### src/rtl/mem_arb.sv
// mem_arb: arbitrates an instruction-fetch port (IFU) and a load/store port (LSU) onto a
// single downstream memory channel, with at most one transaction in flight.
//
// Ports
//   clk, rst                      clock; synchronous active-low reset
//   ifu_req/ifu_addr              fetch read request (always a full-word read)
//   ifu_gnt/ifu_rvalid/ifu_rdata  fetch accept pulse, response pulse, read data
//   lsu_req/we/addr/wdata/mask    load/store request and payload
//   lsu_gnt/lsu_rvalid/lsu_rdata  load/store accept pulse, response pulse, read data
//   mem_valid/ready/we/addr/wdata/mask  downstream request channel (valid/ready handshake)
//   mem_rvalid/mem_rdata          downstream response; also acknowledges writes
//   err                           one-cycle pulse alongside a response aborted by timeout
//
// Flow: IDLE (grant + latch) -> REQ (hold mem_valid until ready) -> WAIT (count until
// mem_rvalid or TIMEOUT) -> RESP (one-cycle rvalid to the owner) -> IDLE.
// TIMEOUT is the number of WAIT cycles allowed; it must be in 1..255.
module mem_arb #(
    parameter int unsigned TIMEOUT        = 255,
    parameter int unsigned ISA_WIDTH      = 32,
    parameter int unsigned MEM_MASK_WIDTH = 4
) (
    input  logic                      clk,
    input  logic                      rst,

    input  logic                      ifu_req,
    input  logic [ISA_WIDTH-1:0]      ifu_addr,
    output logic                      ifu_gnt,
    output logic                      ifu_rvalid,
    output logic [ISA_WIDTH-1:0]      ifu_rdata,

    input  logic                      lsu_req,
    input  logic                      lsu_we,
    input  logic [ISA_WIDTH-1:0]      lsu_addr,
    input  logic [ISA_WIDTH-1:0]      lsu_wdata,
    input  logic [MEM_MASK_WIDTH-1:0] lsu_mask,
    output logic                      lsu_gnt,
    output logic                      lsu_rvalid,
    output logic [ISA_WIDTH-1:0]      lsu_rdata,

    output logic                      mem_valid,
    input  logic                      mem_ready,
    output logic                      mem_we,
    output logic [ISA_WIDTH-1:0]      mem_addr,
    output logic [ISA_WIDTH-1:0]      mem_wdata,
    output logic [MEM_MASK_WIDTH-1:0] mem_mask,
    input  logic                      mem_rvalid,
    input  logic [ISA_WIDTH-1:0]      mem_rdata,

    output logic                      err
);

    typedef enum logic [1:0] {
        StIdle = 2'd0,
        StReq  = 2'd1,
        StWait = 2'd2,
        StResp = 2'd3
    } state_e;

    // Owner / last-owner encoding.
    localparam logic OwnIfu = 1'b0;
    localparam logic OwnLsu = 1'b1;

    // One extra bit so the comparison sees the incremented count without wrap.
    localparam logic [8:0] TimeoutLim = 9'(TIMEOUT);

    state_e                    state_q, state_d;
    logic                      owner_q, owner_d;
    logic                      last_q, last_d;
    logic [7:0]                cnt_q, cnt_d;
    logic                      we_q, we_d;
    logic [ISA_WIDTH-1:0]      addr_q, addr_d;
    logic [ISA_WIDTH-1:0]      wdata_q, wdata_d;
    logic [MEM_MASK_WIDTH-1:0] mask_q, mask_d;
    logic [ISA_WIDTH-1:0]      rdata_q, rdata_d;
    logic                      tmo_q, tmo_d;

    logic [8:0] cnt_inc;
    logic       pick_lsu;

    assign cnt_inc = {1'b0, cnt_q} + 9'd1;

    // Next-state, payload capture and grants.
    always_comb begin
        state_d  = state_q;
        owner_d  = owner_q;
        last_d   = last_q;
        cnt_d    = cnt_q;
        we_d     = we_q;
        addr_d   = addr_q;
        wdata_d  = wdata_q;
        mask_d   = mask_q;
        rdata_d  = rdata_q;
        tmo_d    = tmo_q;
        pick_lsu = 1'b0;
        ifu_gnt  = 1'b0;
        lsu_gnt  = 1'b0;

        unique case (state_q)
            StIdle: begin
                if (ifu_req || lsu_req) begin
                    // On a tie the requester that was not served last wins.
                    pick_lsu = lsu_req && (!ifu_req || (last_q == OwnIfu));
                    ifu_gnt  = !pick_lsu;
                    lsu_gnt  = pick_lsu;
                    owner_d  = pick_lsu ? OwnLsu : OwnIfu;
                    last_d   = pick_lsu ? OwnLsu : OwnIfu;
                    state_d  = StReq;
                    if (pick_lsu) begin
                        we_d    = lsu_we;
                        addr_d  = lsu_addr;
                        wdata_d = lsu_wdata;
                        mask_d  = lsu_mask;
                    end else begin
                        // Fetches are always full-word reads.
                        we_d    = 1'b0;
                        addr_d  = ifu_addr;
                        wdata_d = '0;
                        mask_d  = '1;
                    end
                end
            end

            StReq: begin
                if (mem_ready) begin
                    state_d = StWait;
                    cnt_d   = '0;
                    tmo_d   = 1'b0;
                end
            end

            StWait: begin
                // A response in the final allowed cycle beats the timeout.
                if (mem_rvalid) begin
                    rdata_d = we_q ? '0 : mem_rdata;
                    tmo_d   = 1'b0;
                    state_d = StResp;
                end else if (cnt_inc == TimeoutLim) begin
                    rdata_d = '0;
                    tmo_d   = 1'b1;
                    state_d = StResp;
                end else begin
                    cnt_d = cnt_inc[7:0];
                end
            end

            StResp: begin
                state_d = StIdle;
            end

            default: begin
                state_d = StIdle;
            end
        endcase
    end

    // Outputs are decoded from state; payload is only exposed while it is meaningful.
    always_comb begin
        mem_valid  = (state_q == StReq);
        mem_we     = mem_valid && we_q;
        mem_addr   = mem_valid ? addr_q  : '0;
        mem_wdata  = mem_valid ? wdata_q : '0;
        mem_mask   = mem_valid ? mask_q  : '0;

        ifu_rvalid = (state_q == StResp) && (owner_q == OwnIfu);
        lsu_rvalid = (state_q == StResp) && (owner_q == OwnLsu);
        ifu_rdata  = ifu_rvalid ? rdata_q : '0;
        lsu_rdata  = lsu_rvalid ? rdata_q : '0;
        err        = (state_q == StResp) && tmo_q;
    end

    always_ff @(posedge clk) begin
        if (!rst) begin
            state_q <= StIdle;
            owner_q <= OwnIfu;
            last_q  <= OwnIfu;
            cnt_q   <= '0;
            we_q    <= 1'b0;
            addr_q  <= '0;
            wdata_q <= '0;
            mask_q  <= '0;
            rdata_q <= '0;
            tmo_q   <= 1'b0;
        end else begin
            state_q <= state_d;
            owner_q <= owner_d;
            last_q  <= last_d;
            cnt_q   <= cnt_d;
            we_q    <= we_d;
            addr_q  <= addr_d;
            wdata_q <= wdata_d;
            mask_q  <= mask_d;
            rdata_q <= rdata_d;
            tmo_q   <= tmo_d;
        end
    end

endmodule

### config.mk
export PLATFORM = sky130hd
export DESIGN_NAME = mem_arb
export DESIGN_NICKNAME = d
export VERILOG_FILES = /design/src/rtl/mem_arb.sv
export SDC_FILE = /design/constraint.sdc
export NUM_CORES = 1
export LEC_CHECK = 0
export ABC_AREA = 1
export CAP_MARGIN = 20
export CELL_PAD_IN_SITES_DETAIL_PLACEMENT = 0
export CELL_PAD_IN_SITES_GLOBAL_PLACEMENT = 1
export CORE_MARGIN = 2
export CORE_UTILIZATION = 28
export CTS_CLUSTER_SIZE = 30
export DETAILED_ROUTE_END_ITERATION = 16
export PLACE_DENSITY = 0.95
export REMOVE_ABC_BUFFERS = 1
export SYNTH_ARGS = -nofsm -noshare
export SYNTH_HDL_FRONTEND = slang
export SYNTH_SLANG_ARGS = --single-unit
### constraint.sdc
create_clock -name clk -period 3.7 [get_ports clk]
set_input_delay 0.925 -clock clk [delete_from_list [all_inputs] [get_ports clk]]
set_output_delay 0.925 -clock clk [all_outputs]
set_load 0.05 [all_outputs]
==> impl_metrics.tcl <==
set metrics [dict create \
    outcome "finished, final reports clean" \
    clock_power_share 0.331 \
    synth.distinct_cells 25 \
    yosys-top-cells-area "dfxtp_1 41%, nand2_1 21%, inv_1 8.8%, a21oi_1 6.7%, nor2_1 5.6%" \
    synthCells 855 \
    core_um2 19300 \
    p_per_area_nw_per_um2 605 \
    yosysWarnings 0 \
    drt-total-wl_um 18100 \
    wl_per_cell_um 13.0 \
    synth_top_area_frac 0.414 \
    drive_above_1_share 0.0569 \
    p_leak_nw 4.14 \
    hold_violations 0 \
    antenna_found_initial 0 \
    postCtsHoldBufs 0 \
    place_inst 1356 \
    avgSynthCellArea_um2 6.38 \
    max_slew_margin 0.620 \
    start_util 0.283 \
    end_kind "output pin" \
    setup_slack_ns 0.175 \
    clock_sinks 113 \
    final_cells 1390 \
    fin_skew_ns 0.00849 \
    fmax_mhz 284 \
    cts.path.max_buffers 2 \
    hold_path_class "reg2reg" \
    clk_pin_slew_worst_paths_ns 0.05 \
    min_path_cells 2 \
    setup_viol_count_final 0 \
    synth-seq-cells 113 \
    cts_tree "yes" \
    ff2ff_setup_slack_ns 1.32 \
    nets 1257 \
    track_usage 0.172 \
    p_int_mw 3.47 \
    p_switching_mw 2.12 \
    final_max_slew_viol_count 0 \
    whs_ns 0.460 \
    die_y_um 144 \
    crit_required_ns 2.77 \
    overflow 0 \
    power_mw 5.58 \
    worst_pin_slew_ns 0.569 \
    reg2regPathDepth 10 \
    via_count 6139 \
    grt_max_degree 69 \
    diodes 0 \
    final_cell_area_um2 9230 \
    swShare 0.379 \
    rows 51 \
    clock_latency_ns 0.41 \
    critical_path_class "reg2out" \
    synth_top_cell_by_area "dfxtp_1" \
    vdd_drop_max_mv 0.336 \
    netlist_area_um2 5460 \
    ant_nets 0 \
    drtPass1Iterations 4 \
    layout_worst_path_cycle_share 0.953 \
    fin_tns_setup_ns 0 \
    crit_arrival_ns 2.60 \
    post-route-util 0.479 \
    port-buffer-count 277 \
    io_pins 278 \
    vias_per_cell 4.42 \
    dpl-instance-area_um2 8510 \
    cp-start-kind "flop" \
    first_global_vias 5724 \
    combPwrFrac 0.379 \
    finalCriticalPeriod_ns 3.52 \
    fillers 1936 \
    rsz0062_at_grt "no" \
    drc 0 \
    cts_made_buffers 17 \
    crit_fanout 16 \
    drt_iter0_drc 226 \
    pwr-share-seq 0.289 \
    h-tree-depth 4 \
    maxCapViolCount 0 \
    cts-root-buf "clkbuf_16" \
    dpl.hpwl_um 12600 \
    die_width_um 144 \
    place.gp.congestion 0.812 \
    ys_seq_area_frac 0.414 \
    area_delta_synth_final_pct 69.1 \
    place_ws_ns 0.545 \
    grt_pass1_wl_um 28000 \
    dieArea_um2 20600 \
]
-- worst paths after layout --
check	endpoint	startpoint
hold reg to reg	wdata_q[15]	wdata_q[15]
setup reg to reg	cnt_q[4]	cnt_q[1]
setup / recovery	ifu_rdata[18]	state_q[1]
hold / removal	wdata_q[15]	wdata_q[15]
-- synthesized netlist by cell type, drive strengths merged --
master,count
o221a,4
o21ai,3
a31oi,32
nor3b,1
ha,6
xor2,1
clkbuf,34
nor2,83
a21oi,74
nand4,6
inv,129
buf,19
nand3,42
dfxtp,113
o21bai,1
nand2,307
-- cell families after synthesis --
| group | count (synthesis) | share of synthesized area |
|---|---|---|
| DFF | 113 | 0.414 |
| buffers and inverters | 182 | 0.129 |
| xor gates and xnor gates | 1 | 0.00161 |
| AOI/OAI and AO/OA | 114 | 0.118 |
| adders and majority gates | 6 | 0.0138 |
| and+or+nand+nor | 439 | 0.323 |
-- layout by cell type (no fill, tap or decap) --
master,netlist,final
a21oi_1,73,73
a21oi_2,1,1
a31oi_1,32,32
buf_12,0,5
buf_4,0,10
bufinv_16,0,6
clkbuf_1,34,4
clkbuf_16,0,17
clkbuf_8,0,1
clkdlybuf4s50_1,0,258
clkinv_2,0,3
clkinv_4,0,1
clkinvlp_4,0,3
dfxtp_1,113,113
dlymetal6s2s_1,0,17
ha_1,6,5
ha_2,0,1
inv_1,128,126
inv_2,1,1
nand2_1,304,304
nand2_2,3,3
nand3_1,41,41
nand3_2,1,1
nand4_1,5,5
nand4_4,1,1
nor2_1,81,79
nor2_2,1,2
nor2_4,1,2
nor3b_4,0,1
o21ai_0,3,3
o21bai_2,1,1
o221a_2,4,4
xor2_1,1,1
-- registers in the layout, summed over array words and instances, names as in the netlist --
signal	flops
wdata_q	32
cnt_q	8
last_q	1
state_q	2
rdata_q	32
tmo_q	1
mask_q	4
we_q	1
addr_q	32
-- worst max-delay path, cell delays in order (launching register included) --
cell             delay, ns
dfxtp_1               0.36
ha_1                  0.19
inv_1                 0.06
nor2_2                0.30
clkinvlp_4            0.13
buf_4                 0.21
nor2_1                0.11
clkdlybuf4s50_1       0.81
-- per-layer routing --
layer	wire, um	vias to the layer above	track usage
li1	-	3135	-
met1	7740	2754	0.199
met2	8330	237	0.289
met3	1850	13	0.0726
met4	195	0	0.0511
met5	0	-	0
-- cell type report --
class	count	area (um2)	area share
well taps	265	332	0.0359
inverters	129	489	0.0530
repair inverters	1	7.51	0.000813
clock buffers	22	454	0.0492
clock inverters	10	206	0.0224
multi-input cells	560	2510	0.272
repair buffers	290	2970	0.322
flip-flops and latches	113	2260	0.245
-- power groups by stage --
stage | sequential, mW | clock [mW] | combinational [mW]
floorplan | 1.60 | 0 | 1.35
global placement | 1.63 | 0 | 2.11
detailed placement | 1.63 | 0 | 2.12
CTS | 1.61 | 1.90 | 2.13
global route | 1.65 | 1.96 | 2.34
finish | 1.62 | 1.85 | 2.12
-- what timing repair did --
action / in CTS / in global routing
endpoints found under the setup margin: 0 / 32
hold endpoints to repair: 0 / 0
setup buffers: 0 / 1
gates resized for setup: 0 / 20
(Power assumes the default switching activity.)
